[src/rtl/btn_debounce.sv]
// btn_debounce: push-button conditioner for one raw, active-low button.
// The button is synchronised and debounced in both directions. The block
// reports the debounced level and one-cycle strobes for press, release,
// short press and long press. It also keeps a wrapping count of presses.
//
// Ports
//   clk           system clock, the only clock
//   rst           asynchronous reset, active-high
//   btn_n         raw button, active-low, asynchronous to clk
//   pressed       debounced level, 1 = held
//   press_pulse   one-cycle strobe when a press is accepted
//   release_pulse one-cycle strobe when a release is accepted
//   short_pulse   strobe with release_pulse when the press never became long
//   long_pulse    one-cycle strobe when a held press reaches LONG_CYCLES
//   press_count   accepted presses, modulo 256
//
// state      | meaning
// IDLE       | released and stable
// DB_PRESS   | press seen, counting stable pressed samples
// HELD       | press accepted, counting hold time towards long status
// LONG_HELD  | long status reached, hold counter saturated
// DB_RELEASE | release seen, counting stable released samples
module btn_debounce #(
    parameter int DEBOUNCE_CYCLES = 120000,
    parameter int LONG_CYCLES     = 12000000
) (
    input  logic       clk,
    input  logic       rst,
    input  logic       btn_n,
    output logic       pressed,
    output logic       press_pulse,
    output logic       release_pulse,
    output logic       short_pulse,
    output logic       long_pulse,
    output logic [7:0] press_count
);

    localparam int DW = $clog2(DEBOUNCE_CYCLES);
    localparam int HW = $clog2(LONG_CYCLES);
    localparam logic [DW-1:0] DB_LAST   = DW'(DEBOUNCE_CYCLES - 1);
    localparam logic [HW-1:0] HOLD_LAST = HW'(LONG_CYCLES - 1);

    typedef enum logic [2:0] {
        IDLE,
        DB_PRESS,
        HELD,
        LONG_HELD,
        DB_RELEASE
    } state_t;

    state_t        state;
    logic          from_long;
    logic [DW-1:0] db_cnt;
    logic [HW-1:0] hold_cnt;
    logic          sync_1;
    logic          sync_2;
    logic          btn_s;

    // The synchroniser resets to "released" so that reset never creates a press edge.
    always_ff @(posedge clk or posedge rst) begin
        if (rst) begin
            sync_1 <= 1'b1;
            sync_2 <= 1'b1;
        end else begin
            sync_1 <= btn_n;
            sync_2 <= sync_1;
        end
    end

    assign btn_s = ~sync_2;

    always_ff @(posedge clk or posedge rst) begin
        if (rst) begin
            state         <= IDLE;
            from_long     <= 1'b0;
            db_cnt        <= '0;
            hold_cnt      <= '0;
            pressed       <= 1'b0;
            press_pulse   <= 1'b0;
            release_pulse <= 1'b0;
            short_pulse   <= 1'b0;
            long_pulse    <= 1'b0;
            press_count   <= 8'd0;
        end else begin
            press_pulse   <= 1'b0;
            release_pulse <= 1'b0;
            short_pulse   <= 1'b0;
            long_pulse    <= 1'b0;
            case (state)
                IDLE: begin
                    if (btn_s) begin
                        state  <= DB_PRESS;
                        db_cnt <= '0;
                    end
                end
                DB_PRESS: begin
                    if (!btn_s) begin
                        state <= IDLE;
                    end else if (db_cnt == DB_LAST) begin
                        state       <= HELD;
                        pressed     <= 1'b1;
                        press_pulse <= 1'b1;
                        press_count <= press_count + 8'd1;
                        hold_cnt    <= '0;
                    end else begin
                        db_cnt <= db_cnt + DW'(1);
                    end
                end
                HELD: begin
                    if (!btn_s) begin
                        state     <= DB_RELEASE;
                        from_long <= 1'b0;
                        db_cnt    <= '0;
                    end else if (hold_cnt == HOLD_LAST) begin
                        state      <= LONG_HELD;
                        long_pulse <= 1'b1;
                    end else begin
                        hold_cnt <= hold_cnt + HW'(1);
                    end
                end
                LONG_HELD: begin
                    if (!btn_s) begin
                        state     <= DB_RELEASE;
                        from_long <= 1'b1;
                        db_cnt    <= '0;
                    end
                end
                DB_RELEASE: begin
                    // A bounce back to pressed resumes where we left off. The hold
                    // counter was frozen, so the long-press timing carries on.
                    if (btn_s) begin
                        state <= from_long ? LONG_HELD : HELD;
                    end else if (db_cnt == DB_LAST) begin
                        state         <= IDLE;
                        pressed       <= 1'b0;
                        release_pulse <= 1'b1;
                        short_pulse   <= ~from_long;
                    end else begin
                        db_cnt <= db_cnt + DW'(1);
                    end
                end
                default: state <= IDLE;
            endcase
        end
    end

endmodule
[config.mk]
export PLATFORM = sky130hd
export DESIGN_NAME = btn_debounce
export DESIGN_NICKNAME = d
export VERILOG_FILES = /design/src/rtl/btn_debounce.sv
export SDC_FILE = /design/constraint.sdc
export NUM_CORES = 1
export LEC_CHECK = 0
export ABC_AREA = 0
export CAP_MARGIN = 20
export CORE_UTILIZATION = 57
export DETAILED_ROUTE_END_ITERATION = 8
export DONT_BUFFER_PORTS = 1
export PLACE_DENSITY = 0.77
export SLEW_MARGIN = 40
export SYNTH_ARGS = -nofsm -noshare
export SYNTH_HDL_FRONTEND = slang
export SYNTH_SLANG_ARGS = --single-unit
export TNS_END_PERCENT = 50
[constraint.sdc]
create_clock -name clk -period 2 [get_ports clk]
set_input_delay 0.3 -clock clk [delete_from_list [all_inputs] [get_ports clk]]
set_output_delay 0.3 -clock clk [all_outputs]
set_load 0.03 [all_outputs]
# [After elaboration in Yosys (flattened, before gate mapping)]
# Index checks and enable logic that the tools add are counted.
[word_totals] input_bits=3 output_inout_bits=13 ff_bits=60 elab_cells=88
[classes] mux=40 addsub=3 eq_ne=19 n_bitwise=2 n_reduce_logical=12
[ops] op="two-way mux 24 bit" n=4
[ops] op="two-way mux 17 bit" n=5
[ops] op="case mux 17 bit (4 select lines)" n=1
[ops] op="case mux 24 bit (2 select lines)" n=1
[ops] op="adder 24 x 1 -> 24 bit (second input constant)" n=1
[ops] op="equality test 24 bit (second input constant)" n=1
[ops] op="two-way mux 3 bit" n=8
[ops] op="AND reduction 5 bit" n=4
[ops] op="two-way mux 1 bit" n=18
[ops] op="!= test 2 bit (second input constant)" n=9
[ops] op="adder 17 x 1 -> 17 bit (second input constant)" n=1
[ops] op="equality test 17 bit (second input constant)" n=1
[ops] op="case mux 3 bit (5 select lines)" n=1
[ops] op="!= test 3 bit (second input constant)" n=3
[ops] op="adder 8 x 1 -> 8 bit (second input constant)" n=1
[ops] op="equality test 3 x 2 -> 1 bit (second input constant)" n=2
[ops] op="AND reduction 3 bit" n=2
[ops] op="nonzero test 2 bit" n=3
[ops] op="case mux 1 bit (2 select lines)" n=2
[ops] op="nonzero test 4 bit" n=1
[ops] op="equality test 3 x 1 -> 1 bit (second input constant)" n=1
[ops] op="equality test 3 bit (second input constant)" n=1
[ops] op="logical NOT 3 bit" n=1
[ops] op="!= test 2 x 1 -> 1 bit (second input constant)" n=1
[ops] op="2 further kinds" n=3

# [Longest topological paths before layout]
[logic_depth] word_depth=4 mapped_depth=8 depth_no_buf=7

# [Least setup slack after synthesis]
# OpenSTA, ideal clock, no wires.
[synth_timing] path_type="reg2reg" start="register hold_cnt[0]" end="register hold_cnt[7]" n_path_buf=2 stages_incl_launch_ff=8 arrival_time_ns=1.848 setup_time_ns=0.126 slack_ns=0.026 required_time_ns=1.874 synth_period_minus_slack_ns=1.974 path_cell_list="dfrtp_1 ha_1 nand3_2 or3_1 buf_6 o21a_4 buf_6 a221o_1"
[synth_between] elab_chain_len=4 word_cells_on_any_way=7 cone_classes="add/sub (1); eq/ne (2); mux (3); reduce/logical (1)"
[synth_rtl] item="start, declared" line_no="54" text="logic [HW-1:0] hold_cnt;"
[synth_rtl] item="start signal, assigned" line_no="118" text="hold_cnt <= hold_cnt + HW'(1);"
[synth_rtl] item="adder 24 x 1 -> 24 bit" line_no="118"
[synth_rtl] item="two-way mux 24 bit" line_no="114" text="end else if (hold_cnt == HOLD_LAST) begin"
[synth_rtl] item="two-way mux 24 bit" line_no="110" text="if (!btn_s) begin"
[synth_rtl] item="case mux 24 bit (2 select lines)" line_no="89" text="case (state)"
# Parallel ways exist; a longest one is shown, timed or not. The select of a mux whose other input is x is not followed.
# A chain may end at the register's enable or synchronous reset.

# [Worst setup path in the final report]
[layout_timing] start="register hold_cnt[1]" end="register hold_cnt[7]"
# The elaborated chain is that of the path after synthesis.

==> run_results.csv <==
group,metric,value,unit
synth,yosysSeqAreaShare,44.5,%
min_path,worstHoldPathCells,0,
placement,port_buffers,0,
global_routing,grt_pass1_wl,13400,um
drt,detail-route-antenna-nets,0,
worst_setup_path,endpoint_kind,"flop",
global_routing,grt_start_max_net_pins,32,
synth,synthFlopType,"dfrtp_1",
worst_setup_path,slowest_stage,"or3_4",
sta,skew,0.00617,ns
sta,period_needed,1.94,ns
pwr,power,2.31,mW
placement,place_area,3740,um^2
sta,slew_headroom,57.0,%
synth,syn_nets,361,
drt,drtIter0Drc,334,
sta,slew_violations,0,
synth,synth_cell_types,67,
drt,wl_met2,3430,um
drt,met1Wirelength,3890,um
placement,place_hpwl,5800,um
finish,areaGrowthSynthToFinish,20.1,%
finish,drive_above_1_share,25.6,%
drt,top_layer_used,"met4",
floorplan,fp.dieArea,6240,um^2
global_routing,grtUsageTotal,28.3,%
clock_network,h-tree-depth,3,
worst_setup_path,crit_chain,"ha_1, nand3_2, or3_4, o21a_4, and3_2, a221o_1",
worst_setup_path,critical_path_required,2.22,ns
drt,wl_met3,535,um
global_routing,antenna_found_initial,0,
global_routing,grt_overflow_total,0,
floorplan,num_io_pins,16,
sta,setup_violations,0,
pwr,ir_drop,0.404,mV
clock_network,clk_latency,0.34,ns
drt,firstDrtPassIters,5,
worst_setup_path,crit_path_start_kind,"flop",
finish,antennaDiodeCount,0,
clock_network,cts_tree,"done",
status,status,"complete, no violations",
finish,fin_nets,412,
clock_network,cts_made_buffers,9,
sta,fin_crit_sh,97.0,%
finish,utilization,72.3,%
synth,synth_area_leaders,"dfrtp_1 43%, nand2_1 4.2%, o21ai_0 3.6%",
synth,yosysTopAreaCellShare,43.0,%
drt,drc,0,
min_path,hold_class,"flop to flop",
finish,final_common_cell,"dfrtp_1",
drt,wl,8130,um
synth,synthArstFlopShare,100,%
worst_setup_path,max_stage_delay,0.41,ns
synth,synthCells,355,
sta,fmax,516,MHz
pwr,p_leak,1.84,nW
floorplan,core-area,5610,um^2
clock_network,cts_buffer_depth,2,
drt,wl_per_cell,16.9,um
sta,worst_pin_slew,0.643,ns
floorplan,die_h,79.0,um
drt,via_count,3055,
synth,syn_avg_cell_area,9.51,um^2
synth,syn-cell-area,3380,um^2
global_routing,grt_pass1_vias,2910,
synth,yosysWarnings,0,
pwr,p_per_area,570,nW/um^2
sta,holdWs,0.357,ns
clock_network,clkSinkCount,60,
job,drv_cap,0,
floorplan,die_w,79.0,um
finish,stdcell_area,4060,um^2
synth,synth_edf_count,0,
clock_network,path_clk_slew,0.06,ns
finish,final_cell_mix,"55 x dfrtp_1, 50 x buf_4, 37 x nand2_1, 24 x o21ai_0, 23 x nor2_1",
worst_setup_path,cp.arrival,2.16,ns
drt,vias_per_cell,6.34,
worst_setup_path,crit_type,"flop to flop",
worst_setup_path,cp_max_fo,12,
floorplan,start_util,60.2,%
clock_network,root_buffer,"clkbuf_8",
synth,synth_top_cell_by_area,"dfrtp_1",
sta,hold_viol,0,
worst_setup_path,r2r_cells,6,
floorplan,rows,27,
synth,ys_seq_elements,60,
placement,place.gp.congestion,0.973,
==> flip-flops by register name, summed over array words and instances (netlist names) <==
name and count:
sync_2 1, press_count 8, sync_1 1, long_pulse 1, press_pulse 1, short_pulse 1, from_long 1, state 3
db_cnt 17, hold_cnt 24, pressed 1, release_pulse 1
==> logic make-up (layout without fill, tap and decap cells) <==
group | count (synthesis) | after routing | share of synthesized area [%]
and+or+nand+nor | 162 | 162 | 27.5
adders and majority gates | 3 | 3 | 1.11
xor gates and xnor gates | 14 | 14 | 3.63
muxes | 5 | 5 | 1.52
buffers and inverters | 21 | 76 | 3.59
AOI/OAI and AO/OA | 90 | 90 | 18.1
DFF | 60 | 60 | 44.5
==> Yosys cell counts (2+ instances only) <==
cell type  instances
nand4bb_1          2
dfrtp_1           58
dfstp_2            2
o31ai_1            4
o41ai_1            3
nand2_1           38
buf_6              5
a21boi_0           3
ha_1               3
nor2b_1            6
o21ai_0           24
nand3_1           20
o21bai_1           2
inv_1              8
nor2_1            23
nor3_1            10
o21a_1             4
xnor2_1            5
or3_1              4
o311ai_0           2
xor2_1             9
clkbuf_1           6
a21oi_1           15
and3_1             7
nand4_1           15
nand2b_1           2
nor4_1             9
a211o_1            5
a22o_2             3
and3_2             4
and2_1             5
mux2i_1            4
a31oi_1            8
a2bb2oi_1          2
and4_1             3
==> power breakdown <==
| group | internal, mW | leakage [nW] | total, mW | switching (mW) |
|---|---|---|---|---|
| Sequential | 1.23 | 0.822 | 1.24 | 0.0143 |
| Clock | 0.507 | 0.0893 | 0.957 | 0.450 |
| Combinational | 0.0459 | 0.931 | 0.116 | 0.0704 |
==> routing by layer <==
metal | track usage, % | vias up
met1 | 39.3 | 1447
met2 | 40.9 | 143
met5 | 0 | -
met4 | 14.4 | 0
li1 | - | 1436
met3 | 6.78 | 29
==> critical path, delay by kind of cell (launching register included) <==
kind	cells	cell delay [ns]
fa+ha+maj	1	0.20
simple gates	3	0.70
flops	1	0.39
compound gates	2	0.53
==> per-stage QoR <==
step           std cells  TNS [ns]  setup slack (ns)
2_1_floorplan        355         0            0.0263
3_3_place_gp         461         0            0.0685
3_5_place_dp         461   -0.0303           -0.0303
4_1_cts              478         0           0.00410
5_1_grt              482   -0.0175           -0.0113
6_report             482         0            0.0604
==> what timing repair did <==
action,in CTS,in global routing
endpoints found under the hold margin,28,0
hold buffers,2,0
setup endpoints to repair,2,21
pin swaps,0,8
resized for setup,2,19
setup buffers,0,4
gates cloned,0,0
==> cell type report <==
class | instances | area (um^2)
well taps | 72 | 90.1
clock inverters | 2 | 10.0
fillers | 421 | 1550
clock buffers | 13 | 159
flip-flops and latches | 60 | 1510
repair buffers | 53 | 415
inverters | 8 | 30.0
multi-input cells | 274 | 1840
==> path summary, 6_finish.rpt <==
path | from | endpoint | slack, ns
max reg2reg | hold_cnt[1]$_DFFE_PP0P_ | hold_cnt[7]$_DFFE_PP0P_ | 0.06
max | hold_cnt[1]$_DFFE_PP0P_ | hold_cnt[7]$_DFFE_PP0P_ | 0.06
max in group asynchronous | rst | hold_cnt[3]$_DFFE_PP0P_ | 0.91
min reg2reg | sync_1$_DFF_PP1_ | sync_2$_DFF_PP1_ | 0.36
min in group asynchronous | rst | press_count[4]$_DFFE_PP0P_ | 0.51
min | sync_1$_DFF_PP1_ | sync_2$_DFF_PP1_ | 0.36
No activity file was read; power rests on OpenSTA's default activity.
